==> src/rtl/param_deserializer_if.sv <==
// Bus between the RX path and param_deserializer: sampler/FSM controls in, completed word out.
interface param_deserializer_if #(
  parameter int DATA_WIDTH     = 8,
  parameter int PRESCALE_WIDTH = 6
);
  logic                      sampled_bit;
  logic                      deser_en;
  logic [PRESCALE_WIDTH-1:0] edge_cnt;
  logic [PRESCALE_WIDTH-1:0] Prescale;
  logic [3:0]                data_len;
  logic                      msb_first;
  logic                      clear;
  logic [DATA_WIDTH-1:0]     P_DATA;
  logic                      data_valid;
  logic                      par_bit;
  logic                      busy;

  modport master (
    output sampled_bit, deser_en, edge_cnt, Prescale, data_len, msb_first, clear,
    input  P_DATA, data_valid, par_bit, busy
  );

  modport slave (
    input  sampled_bit, deser_en, edge_cnt, Prescale, data_len, msb_first, clear,
    output P_DATA, data_valid, par_bit, busy
  );
endinterface

==> src/rtl/param_deserializer.sv <==
// Serial-to-parallel converter for the UART RX path: run-time length, selectable bit order,
// atomic word publish with one-cycle valid pulse and XOR parity.
//   state | meaning
//   IDLE  | waiting for the first bit of a frame
//   SHIFT | frame in progress, bit_cnt bits accepted
module param_deserializer #(
  parameter int DATA_WIDTH     = 8,
  parameter int PRESCALE_WIDTH = 6
) (
  input  logic                 CLK,
  input  logic                 RST,
  param_deserializer_if.slave  bus
);

  typedef enum logic {IDLE, SHIFT} state_t;

  localparam logic [3:0] MAX_LEN = 4'(DATA_WIDTH);

  state_t                state;
  logic [3:0]            bit_cnt;
  logic [3:0]            len_q;
  logic                  msb_q;
  logic [DATA_WIDTH-1:0] shreg;
  logic                  acc;
  logic [DATA_WIDTH-1:0] p_data_q;
  logic                  par_q;
  logic                  valid_q;

  logic                  strobe;
  logic [3:0]            eff_len;
  logic [3:0]            cur_len;
  logic                  cur_msb;
  logic [3:0]            cur_cnt;
  logic [3:0]            wr_idx;
  logic [DATA_WIDTH-1:0] word_nxt;
  logic                  acc_nxt;
  logic                  last;

  assign strobe  = bus.deser_en && (bus.edge_cnt == bus.Prescale - PRESCALE_WIDTH'(1));
  assign eff_len = (bus.data_len == 4'd0 || bus.data_len > MAX_LEN) ? MAX_LEN : bus.data_len;

  // In IDLE the frame parameters come straight from the inputs; in SHIFT from the latched copy.
  always_comb begin
    cur_len  = (state == IDLE) ? eff_len       : len_q;
    cur_msb  = (state == IDLE) ? bus.msb_first : msb_q;
    cur_cnt  = (state == IDLE) ? 4'd0          : bit_cnt;
    wr_idx   = cur_msb ? (cur_len - 4'd1 - cur_cnt) : cur_cnt;
    word_nxt = (state == IDLE) ? '0 : shreg;
    for (int i = 0; i < DATA_WIDTH; i++) begin
      if (4'(i) == wr_idx) word_nxt[i] = bus.sampled_bit;
    end
    acc_nxt  = (state == IDLE) ? bus.sampled_bit : (acc ^ bus.sampled_bit);
    last     = (cur_cnt == cur_len - 4'd1);
  end

  always_ff @(posedge CLK or negedge RST) begin
    if (!RST) begin
      state    <= IDLE;
      bit_cnt  <= '0;
      len_q    <= '0;
      msb_q    <= 1'b0;
      shreg    <= '0;
      acc      <= 1'b0;
      p_data_q <= '0;
      par_q    <= 1'b0;
      valid_q  <= 1'b0;
    end else begin
      valid_q <= 1'b0;
      if (bus.clear) begin
        state   <= IDLE;
        bit_cnt <= '0;
        shreg   <= '0;
        acc     <= 1'b0;
      end else if (strobe) begin
        if (last) begin
          p_data_q <= word_nxt;
          par_q    <= acc_nxt;
          valid_q  <= 1'b1;
          state    <= IDLE;
          bit_cnt  <= '0;
          shreg    <= '0;
          acc      <= 1'b0;
        end else begin
          shreg   <= word_nxt;
          acc     <= acc_nxt;
          bit_cnt <= cur_cnt + 4'd1;
          state   <= SHIFT;
          if (state == IDLE) begin
            len_q <= eff_len;
            msb_q <= bus.msb_first;
          end
        end
      end
    end
  end

  assign bus.P_DATA     = p_data_q;
  assign bus.par_bit    = par_q;
  assign bus.data_valid = valid_q;
  assign bus.busy       = (state == SHIFT);

endmodule

==> src/flat_wrapper.sv <==
// flat-port wrapper written by rule: the top's interface ports become plain ports
module param_deserializer_flat 
#(
  parameter int DATA_WIDTH     = 8,
  parameter int PRESCALE_WIDTH = 6
)
  (CLK, RST, bus_sampled_bit, bus_deser_en, bus_edge_cnt, bus_Prescale, bus_data_len, bus_msb_first, bus_clear, bus_P_DATA, bus_data_valid, bus_par_bit, bus_busy);
  param_deserializer_if #(.DATA_WIDTH(DATA_WIDTH), .PRESCALE_WIDTH(PRESCALE_WIDTH)) bus_i ();
  input  logic CLK;
  input  logic RST;
  input wire logic [$bits(bus_i.sampled_bit)-1:0] bus_sampled_bit;
  input wire logic [$bits(bus_i.deser_en)-1:0] bus_deser_en;
  input wire logic [$bits(bus_i.edge_cnt)-1:0] bus_edge_cnt;
  input wire logic [$bits(bus_i.Prescale)-1:0] bus_Prescale;
  input wire logic [$bits(bus_i.data_len)-1:0] bus_data_len;
  input wire logic [$bits(bus_i.msb_first)-1:0] bus_msb_first;
  input wire logic [$bits(bus_i.clear)-1:0] bus_clear;
  output wire logic [$bits(bus_i.P_DATA)-1:0] bus_P_DATA;
  output wire logic [$bits(bus_i.data_valid)-1:0] bus_data_valid;
  output wire logic [$bits(bus_i.par_bit)-1:0] bus_par_bit;
  output wire logic [$bits(bus_i.busy)-1:0] bus_busy;
  assign bus_i.sampled_bit = bus_sampled_bit;
  assign bus_i.deser_en = bus_deser_en;
  assign bus_i.edge_cnt = bus_edge_cnt;
  assign bus_i.Prescale = bus_Prescale;
  assign bus_i.data_len = bus_data_len;
  assign bus_i.msb_first = bus_msb_first;
  assign bus_i.clear = bus_clear;
  assign bus_P_DATA = bus_i.P_DATA;
  assign bus_data_valid = bus_i.data_valid;
  assign bus_par_bit = bus_i.par_bit;
  assign bus_busy = bus_i.busy;
  param_deserializer #(.DATA_WIDTH(DATA_WIDTH), .PRESCALE_WIDTH(PRESCALE_WIDTH)) u_core (.CLK(CLK), .RST(RST), .bus(bus_i));
endmodule
==> config.mk <==
export PLATFORM = sky130hd
export DESIGN_NAME = param_deserializer_flat
export DESIGN_NICKNAME = d
export VERILOG_FILES = /design/src/rtl/param_deserializer_if.sv /design/src/rtl/param_deserializer.sv /design/src/flat_wrapper.sv
export SDC_FILE = /design/constraint.sdc
export NUM_CORES = 1
export LEC_CHECK = 0
export CELL_PAD_IN_SITES_DETAIL_PLACEMENT = 1
export CELL_PAD_IN_SITES_GLOBAL_PLACEMENT = 1
export CORE_MARGIN = 2
export CORE_UTILIZATION = 41
export DETAILED_ROUTE_END_ITERATION = 10
export PLACE_DENSITY_LB_ADDON = 0.15
export SETUP_SLACK_MARGIN = 0.3
export SYNTH_ARGS = -nofsm -noshare
export SYNTH_HDL_FRONTEND = slang
export SYNTH_SLANG_ARGS = --single-unit
==> constraint.sdc <==
create_clock -name CLK -period 3.6 [get_ports CLK]
set_clock_uncertainty 0.05 [all_clocks]
set_input_delay 1.08 -clock CLK [delete_from_list [all_inputs] [get_ports CLK]]
set_output_delay 1.08 -clock CLK [all_outputs]
set_load 0.03 [all_outputs]
==> impl_table.tex, run 1 <==
\begin{tabular}{lr}
\hline
Metric & Value \\
\hline
\multicolumn{2}{l}{\textbf{Floorplan}} \\
Starting density of the core & around 43\% \\
Top-level I/O count & 33 \\
Die area & approximately 5300 µm² \\
Die height & between 70 and 80 µm \\
Die extent in x & between 70 and 80 µm \\
Number of rows created at floorplan & 24 \\
Core area & $\sim$4400 µm² \\
\multicolumn{2}{l}{\textbf{Synthesis}} \\
Syn Std Cell Area & 1930 µm² \\
Number of library cell types mapped by synthesis & 44 \\
Largest family of logic cells by synthesized area & compound AO/OA/AOI/OAI gates \\
Complex-gate fraction of the synthesized area & about a fifth \\
Synthesized flop and latch total & 29 \\
Syn\_nets & approximately 230 \\
Synthesis warning total & 0 \\
Avg Inst Size Synth & roughly 9.8 µm² \\
Gate Count Post-Synth & 196 \\
Simple-Gate Fraction of Synth Area & 17.3\% \\
Xor/xnor share of the synthesized area & 7.08\% \\
Seq/Total Area, Yosys & around 38\% \\
Mux contribution to synthesized area & 9.16\% \\
Adder-Cell Fraction of Synth Area & 4.94\% \\
\multicolumn{2}{l}{\textbf{Detailed routing}} \\
First drt pass iteration count & 4 \\
Post-detailed-route wirelength per cell & between 20 and 30 µm \\
Ratio of routed vias to standard cells & a little over 6 \\
Detailed Route WL & 8.58 mm \\
Final routed DRC violation total & 0 \\
Post-detailed-route count of antenna-violating nets & 0 \\
Initial DRC count & between 150 and 200 \\
Detailed-route via count & 2001 \\
\multicolumn{2}{l}{\textbf{STA}} \\
Slew Viols, Final & 0 \\
PnR worst setup slack & between 0.1 and 0.15 ns \\
Period utilisation layout & 97.1\% \\
FMAX & roughly 290 MHz \\
Setup Viol. Count Final & 0 \\
Final period demand of the worst path & about 3.5 ns \\
Hold WS & about 0.46 ns \\
Number of hold violations in the final report & 0 \\
Setup repair after global routing missed its margin & true \\
Final-layout setup total negative slack & 0 ns \\
Normalized max-slew margin & 48.0\% \\
Worst Tran Pin Value & roughly 0.78 ns \\
\multicolumn{2}{l}{\textbf{Clocking}} \\
Clock latency of the later-clocked register in the worst-skew pair & about 0.28 ns \\
Clock transition at the registers of the reported paths & approximately 0.07 ns \\
H-tree Lvls & 2 \\
Hold\_buf cts & 0 \\
Max Buffers Root-to-Sink & 2 \\
Total clock buffers created by CTS & 5 \\
TritonCTS clock tree & done \\
Root Buffer & clkbuf\_8 \\
Sinks on the clock net & 29 \\
\multicolumn{2}{l}{\textbf{Worst setup path}} \\
Category of the critical setup timing path & in -> reg \\
Required time reported for the critical path endpoint & between 3 and 4 ns \\
Largest fanout on the critical path & 5 \\
Minimum setup slack among reg-to-reg paths & between 0.3 and 0.4 ns \\
Crit. End Element & flop \\
Arrival time at the worst endpoint & 3.61 ns \\
CP startpoint kind & input pin \\
Crit path buffers/inverters & 2 \\
Max stage delay on crit path & approximately 0.57 ns \\
Kind of cell adding the most delay to the critical path & adder cells \\
Slowest library cell on the worst path & fa\_2 \\
Worst-path cell chain & buf\_6 > nor3b\_4 > a21oi\_2 > ha\_4 > fa\_2 > buf\_4 > nor2\_4 > a32oi\_4 > and2\_4 > nand3\_4 > o2bb2ai\_4 > mux2\_4 \\
\multicolumn{2}{l}{\textbf{Placed design}} \\
Cell area reported after detailed placement & roughly 2500 µm² \\
Number of buffer cells added on primary ports & 32 \\
Worst slack at placement & -0.455 ns \\
Post-detail-place hpwl & approximately 4.2 mm \\
RD Place Congestion & 0.821 \\
\multicolumn{2}{l}{\textbf{Global route}} \\
Global-route usage over all layers & 27.9\% \\
Vias in the first global route & about 2200 \\
Global-route wire length before repair & 11.1 mm \\
Initial antenna violation count & 0 \\
Total overflow reported by the global router & 0 \\
Maximum number of pins on one net before global-route repair & 30 \\
\multicolumn{2}{l}{\textbf{Power and ir drop}} \\
Share of total power consumed by net switching & approximately a third \\
Cell Pwr Density & roughly 300 nW/µm² \\
Fraction of power consumed by the clock network & between 20\% and 30\% \\
Switch Pwr & roughly 320 µW \\
Max rail drop VDD & 274 µV \\
Cell internal power dissipation & 640 µW \\
Comb power frac & between 30 and 40\% \\
P\_leak & roughly 0.0013 µW \\
Sequential Power Share & a little under two fifths \\
\multicolumn{2}{l}{\textbf{Layout}} \\
Area overhead of the layout relative to synthesis & 63.7\% \\
Count of fill cells added during filler insertion & approximately 440 \\
Count of antenna diodes in the layout & 0 \\
Final net count & 300 \\
Post-route cell area & roughly 3200 µm² \\
Layout cell share with drive strength beyond 1 & 42.8\% \\
\multicolumn{2}{l}{\textbf{Flow run}} \\
Count of maximum capacitance violations & 0 \\
\multicolumn{2}{l}{\textbf{Min path}} \\
Worst hold path class & reg -> reg \\
\multicolumn{2}{l}{\textbf{Run status}} \\
Outcome & complete, no violations \\
\hline
\end{tabular}
[through the flow]
stage | std cells | utilization [%] | power, µW
after floorplan | 196 | - | 472
after CTS | 314 | 65.0 | 895
final | 323 | 70.9 | 959
after global routing | 323 | 70.9 | 989
after global placement | 297 | 55.3 | 545
after detailed placement | 297 | 55.3 | 558
[power groups by stage]
stage / Combinational, µW / Clock (µW) / Sequential [µW]
2_1_floorplan: 116 / 0 / 356
3_3_place_gp: 188 / 0 / 358
3_5_place_dp: 199 / 0 / 359
4_1_cts: 260 / 280 / 355
5_1_grt: 334 / 295 / 360
6_report: 319 / 280 / 360
[registers in the layout, indices dropped and copies added (netlist names)]
signal and count:
u_core.bit_cnt 4, u_core.bus.par_bit 1, u_core.bus.data_valid 1, u_core.len_q 4
u_core.acc 1, u_core.shreg 8, u_core.bus.P_DATA 8, u_core.bus.busy 1
u_core.msb_q 1
[final timing paths]
| check | from | depth (start not counted) | endpoint |
|---|---|---|---|
| max in group asynchronous | RST | 2 | u_core.len_q[3] |
| min reg2reg | u_core.bus.P_DATA[5] | 1 | u_core.bus.P_DATA[5] |
| min | u_core.bus.P_DATA[5] | 1 | u_core.bus.P_DATA[5] |
| max reg2reg | u_core.bus.busy | 13 | u_core.bus.P_DATA[1] |
| min in group asynchronous | RST | 2 | u_core.bit_cnt[3] |
| max | bus_data_len[1] | 12 | u_core.bus.P_DATA[0] |
[cell usage after synthesis]
library cell / number / area [µm²]
dfrtp_1: 29 / 726
inv_1: 16 / 60.1
nor2_1: 14 / 52.6
nand2_1: 12 / 45.0
mux2_2: 11 / 124
nand3_1: 10 / 50.1
xnor2_1: 10 / 87.6
a21oi_1: 9 / 45.0
a31oi_1: 8 / 50.1
o22ai_1: 8 / 50.1
o2bb2ai_1: 8 / 70.1
a22o_1: 6 / 52.6
ha_1: 6 / 75.1
nor2b_1: 4 / 25.0
mux2i_1: 3 / 30.0
nor3b_1: 3 / 22.5
xor2_1: 3 / 26.3
a21boi_0: 2 / 15.0
and2_1: 2 / 12.5
and3_1: 2 / 12.5
buf_2: 2 / 10.0
clkbuf_1: 2 / 7.51
nand3b_1: 2 / 15.0
nor3_1: 2 / 10.0
nor3_4: 2 / 32.5
o32ai_1: 2 / 17.5
a211oi_2: 1 / 12.5
a21o_1: 1 / 7.51
a32o_1: 1 / 10.0
a32oi_1: 1 / 8.76
and2_4: 1 / 8.76
and4b_4: 1 / 13.8
buf_1: 1 / 3.75
buf_4: 1 / 7.51
buf_6: 1 / 11.3
fa_1: 1 / 20.0
mux2i_4: 1 / 22.5
nand2_4: 1 / 11.3
nand4_1: 1 / 6.26
nor4b_1: 1 / 8.76
o2111ai_2: 1 / 15.0
o21ai_0: 1 / 5.00
or2_2: 1 / 6.26
xnor3_1: 1 / 22.5
[logic make-up after synthesis]
kind of cell               Yosys count
and+or+nand+nor                     59
AOI/OAI and AO/OA                   49
DFF                                 29
buffers and inverters               23
muxes                               15
xor gates and xnor gates            14
adders and majority gates            7
[cells in the final DEF, fill, tap and decap left out, drive strengths merged, types with 3 or more instances in the layout]
master / netlist / final
a21oi: 9 / 9
a22o: 6 / 6
a31oi: 8 / 8
and2: 3 / 3
buf: 5 / 43
clkbuf: 2 / 9
clkdlybuf4s50: 0 / 26
dfrtp: 29 / 29
ha: 6 / 6
inv: 16 / 16
mux2: 11 / 11
mux2i: 4 / 5
nand2: 13 / 13
nand3: 10 / 10
nor2: 14 / 14
nor2b: 4 / 4
nor3: 4 / 4
nor3b: 3 / 3
o22ai: 8 / 8
o2bb2ai: 8 / 8
xnor2: 10 / 10
xor2: 3 / 3
[cell type report]
cell class / instances / area (µm²) / share of cell area (%)
clock buffer: 7 / 86.3 / 2.74
inverter: 16 / 60.1 / 1.91
multi-input combinational: 145 / 1510 / 48.0
sequential: 29 / 726 / 23.0
tap: 52 / 65.1 / 2.06
timing repair buffer: 74 / 701 / 22.2
[metal layers]
metal / track usage [%] / wire length, µm / vias to the layer above
met5: 0 / 0 / -
met4: 8.85 / 229 / 0
met3: 5.42 / 497 / 22
met2: 48.7 / 4560 / 91
met1: 34.5 / 3300 / 1024
li1: - / - / 864
[worst register-to-register path: stages, from the launching register on]
cell and delay [ns]:
dfrtp_1 0.56, buf_6 0.32, inv_1 0.15, mux2i_4 0.23
xnor2_4 0.20, ha_4 0.24, buf_4 0.15, a21oi_4 0.20
and3_4 0.25, mux2i_4 0.09, buf_4 0.20, nand2_2 0.15
o2bb2ai_1 0.11, mux2_2 0.27
[timing repair]
action | CTS | global route
setup endpoints to repair | 28 | 20
pin swaps | 22 | 22
setup buffers | 9 | 8
cloned | 1 | 1
resized for setup | 62 | 33
(Power assumes the default switching activity.)
==> inputs of run 2 (changes only) <==
--- a/config.mk
+++ b/config.mk
@@ -7,6 +7,7 @@
 export LEC_CHECK = 0
 export CELL_PAD_IN_SITES_DETAIL_PLACEMENT = 1
 export CELL_PAD_IN_SITES_GLOBAL_PLACEMENT = 1
+export CORE_ASPECT_RATIO = 0.7
 export CORE_MARGIN = 2
 export CORE_UTILIZATION = 41
 export DETAILED_ROUTE_END_ITERATION = 10
==> run 2 against run 1 <==
  * The run now ends with negative setup slack left
  * Utilization rose by 2.5 points
  * Sequential cell count stayed put
  * Clock-buffer cell count unchanged
  * Combinational power up 15%
  * Die area up 0.17%
  * Worst setup slack worse by 0.12 ns
  * Critical path type unchanged
  * Largest cell class unchanged
  * Largest power group is now combinational cells
==> impl_table.tex, run 2 (synthesis gave the netlist of run 1 again) <==
\begin{tabular}{lr}
\hline
Metric & Value \\
\hline
\multicolumn{2}{l}{\textbf{Min path}} \\
Number of cells traversed by the worst hold path & 1 \\
Worst hold path class & reg -> reg \\
Startpoint of the tightest hold check path & u\_core.bus.P\_DATA[6] \\
\multicolumn{2}{l}{\textbf{Clocking}} \\
Clock latency of the later-clocked register in the worst-skew pair & $\sim$0.30 ns \\
Clock transition at the registers of the reported paths & around 0.080 ns \\
Total clock buffers created by CTS & 5 \\
H-tree Lvls & 2 \\
Hold\_buf cts & 0 \\
Root Buffer & clkbuf\_8 \\
TritonCTS clock tree & done \\
Sinks on the clock net & 29 \\
Max Buffers Root-to-Sink & 2 \\
\multicolumn{2}{l}{\textbf{Floorplan}} \\
Die area & 5270 µm² \\
Die extent in x & 85.9 µm \\
Core area & $\sim$4400 µm² \\
Starting density of the core & 43.5\% \\
Number of rows created at floorplan & 20 \\
Top-level I/O count & 33 \\
Die height & 61.3 µm \\
\multicolumn{2}{l}{\textbf{STA}} \\
Final period demand of the worst path & about 3.6 ns \\
PnR worst setup slack & -0.0189 ns \\
Setup Viol. Count Final & 1 \\
Normalized max-slew margin & 41.9\% \\
Worst Tran Pin Value & 0.865 ns \\
Slew Viols, Final & 0 \\
Setup repair after global routing missed its margin & true \\
FMAX & between 200 and 300 MHz \\
Number of hold violations in the final report & 0 \\
Period utilisation layout & 101\% \\
\multicolumn{2}{l}{\textbf{Worst setup path}} \\
Category of the critical setup timing path & in -> reg \\
Worst-path cell chain & buf\_8 > nor2\_4 > a22o\_1 > inv\_2 > ha\_4 > xnor2\_4 > ha\_4 > nand3b\_1 > a21boi\_1 > buf\_4 > mux2i\_4 > buf\_6 > buf\_4 > nand3\_4 > a31oi\_4 > o22ai\_1 \\
Critical R2R Launch & u\_core.bus.busy \\
Slowest library cell on the worst path & ha\_4 \\
Largest fanout on the critical path & 4 \\
Critical path origin & bus\_data\_len[3] \\
Arrival time at the worst endpoint & around 3.8 ns \\
Required time reported for the critical path endpoint & $\sim$3.7 ns \\
Max stage delay on crit path & roughly 0.32 ns \\
CP startpoint kind & input pin \\
R2R depth & 13 \\
Crit. End Element & flop \\
\multicolumn{2}{l}{\textbf{Global route}} \\
Peak-usage layer in the global routing report & met2 \\
GR met3 Demand/Resource & just over 8\% \\
Global-route wire length before repair & between 10 and 15 mm \\
Routing usage on met2 & about 60\% \\
Initial antenna violation count & 0 \\
Total overflow reported by the global router & 0 \\
Vias in the first global route & 2250 \\
GR Util met1 & around two fifths \\
Maximum number of pins on one net before global-route repair & 30 \\
Global-route usage over all layers & 34.6\% \\
\multicolumn{2}{l}{\textbf{Detailed routing}} \\
First drt pass iteration count & 4 \\
Post-detailed-route count of antenna-violating nets & 0 \\
Ratio of routed vias to standard cells & 6.52 \\
Detailed Route WL & between 10 and 15 mm \\
Final routed DRC violation total & 0 \\
Initial DRC count & 126 \\
Detailed-route via count & 2157 \\
Post-detailed-route wirelength per cell & roughly 31 µm \\
\multicolumn{2}{l}{\textbf{Layout}} \\
Most frequent cells in the layout & buf\_4, dfrtp\_1, clkdlybuf4s50\_1, inv\_1, nor2\_1 \\
Count of antenna diodes in the layout & 0 \\
Final core occ & roughly three quarters \\
Number of standard cells in the layout, taps in and fillers out & roughly 330 \\
Final net count & $\sim$300 \\
Post-route cell area & roughly 3300 µm² \\
Area overhead of the layout relative to synthesis & 68.9\% \\
Most common cell after layout, fill and taps aside & buf\_4 \\
Layout cell share with drive strength beyond 1 & 47.8\% \\
\multicolumn{2}{l}{\textbf{Power and ir drop}} \\
Max rail drop VDD & around 300 µV \\
Cell Pwr Density & roughly 320 nW/µm² \\
P\_leak & 0.00133 µW \\
\multicolumn{2}{l}{\textbf{Run status}} \\
Violations in the final reports & negative setup slack \\
Outcome & finished, violations left \\
\multicolumn{2}{l}{\textbf{Placed design}} \\
Placed Cells incl. Taps & between 300 and 400 \\
RD Place Congestion & 0.830 \\
Cell area reported after detailed placement & between 2000 and 2500 µm² \\
Post-detail-place hpwl & approximately 4.2 mm \\
Number of buffer cells added on primary ports & 32 \\
\multicolumn{2}{l}{\textbf{Flow run}} \\
Count of maximum capacitance violations & 0 \\
\hline
\end{tabular}
## run 2: cell count changes in the layout (fill, tap and decap cells not counted), sizes merged
cell           before  now
clkbuf              9    7
clkinv              0    1
dlymetal6s2s        2    0
buf                43   49
clkdlybuf4s50      26   28
## run 2: path summary, 6_finish.rpt
check / endpoint / slack [ns]
worst max-delay path: u_core.shreg[2] / -0.02
worst min-delay path: u_core.bus.P_DATA[6] / 0.48
worst max register to register: u_core.shreg[7] / 0.11
worst min register to register: u_core.bus.P_DATA[6] / 0.48
max in group asynchronous: u_core.shreg[4] / 2.08
min in group asynchronous: u_core.bus.P_DATA[7] / 1.12
## run 2: report_power, final
| part | internal (µW) | switching, µW | total (µW) |
|---|---|---|---|
| clock | 173 | 154 | 328 |
| sequential | 339 | 21.1 | 360 |
| combinational | 167 | 199 | 366 |
| total | 679 | 374 | 1050 |
## run 2: area by class of cell
class | count | area, µm²
Fill cell | 409 | 1180
Clock inverter | 1 | 5.00
Multi-Input combinational cell | 145 | 1590
Inverter | 16 | 60.1
Timing Repair Buffer | 78 | 709
Clock buffer | 7 | 96.3
Tap cell | 55 | 68.8
Sequential cell | 29 | 726
## run 2: layer usage
layer  part of all wire, %  wire length, µm
met4                   6.0              614
met5                     0                0
met3                   9.2              947
met2                    47             4800
met1                    38             3920
## run 2: worst max-delay path: cells and delay by family
kind                       cells  cell delay, ns
buffers and inverters          5            0.67
xor gates and xnor gates       1            0.17
muxes                          1            0.09
AOI/OAI and AO/OA              4            0.86
adders and majority gates      2            0.51
and+or+nand+nor                3            0.35
## run 2: what timing repair did
| item | in CTS | in global routing |
|---|---|---|
| pin swaps | 30 | 9 |
| gates resized for setup | 83 | 26 |
| cloned | 1 | 0 |
| buffers inserted | 12 | 8 |
| endpoints found under the setup margin | 28 | 23 |
## run 2: metrics by stage
stage / worst slack (ns) / hold WS, ns / setup TNS [ns] / power (µW)
6_report: -0.0189 / 0.476 / -0.0189 / 1050
4_1_cts: 0.275 / 0.461 / 0 / 957
2_1_floorplan: 0.313 / 0.423 / 0 / 472
3_3_place_gp: -0.378 / 0.434 / -5.95 / 551
5_1_grt: -0.0407 / 0.498 / -0.0529 / 1070
3_5_place_dp: -0.635 / 0.447 / -10.91 / 566
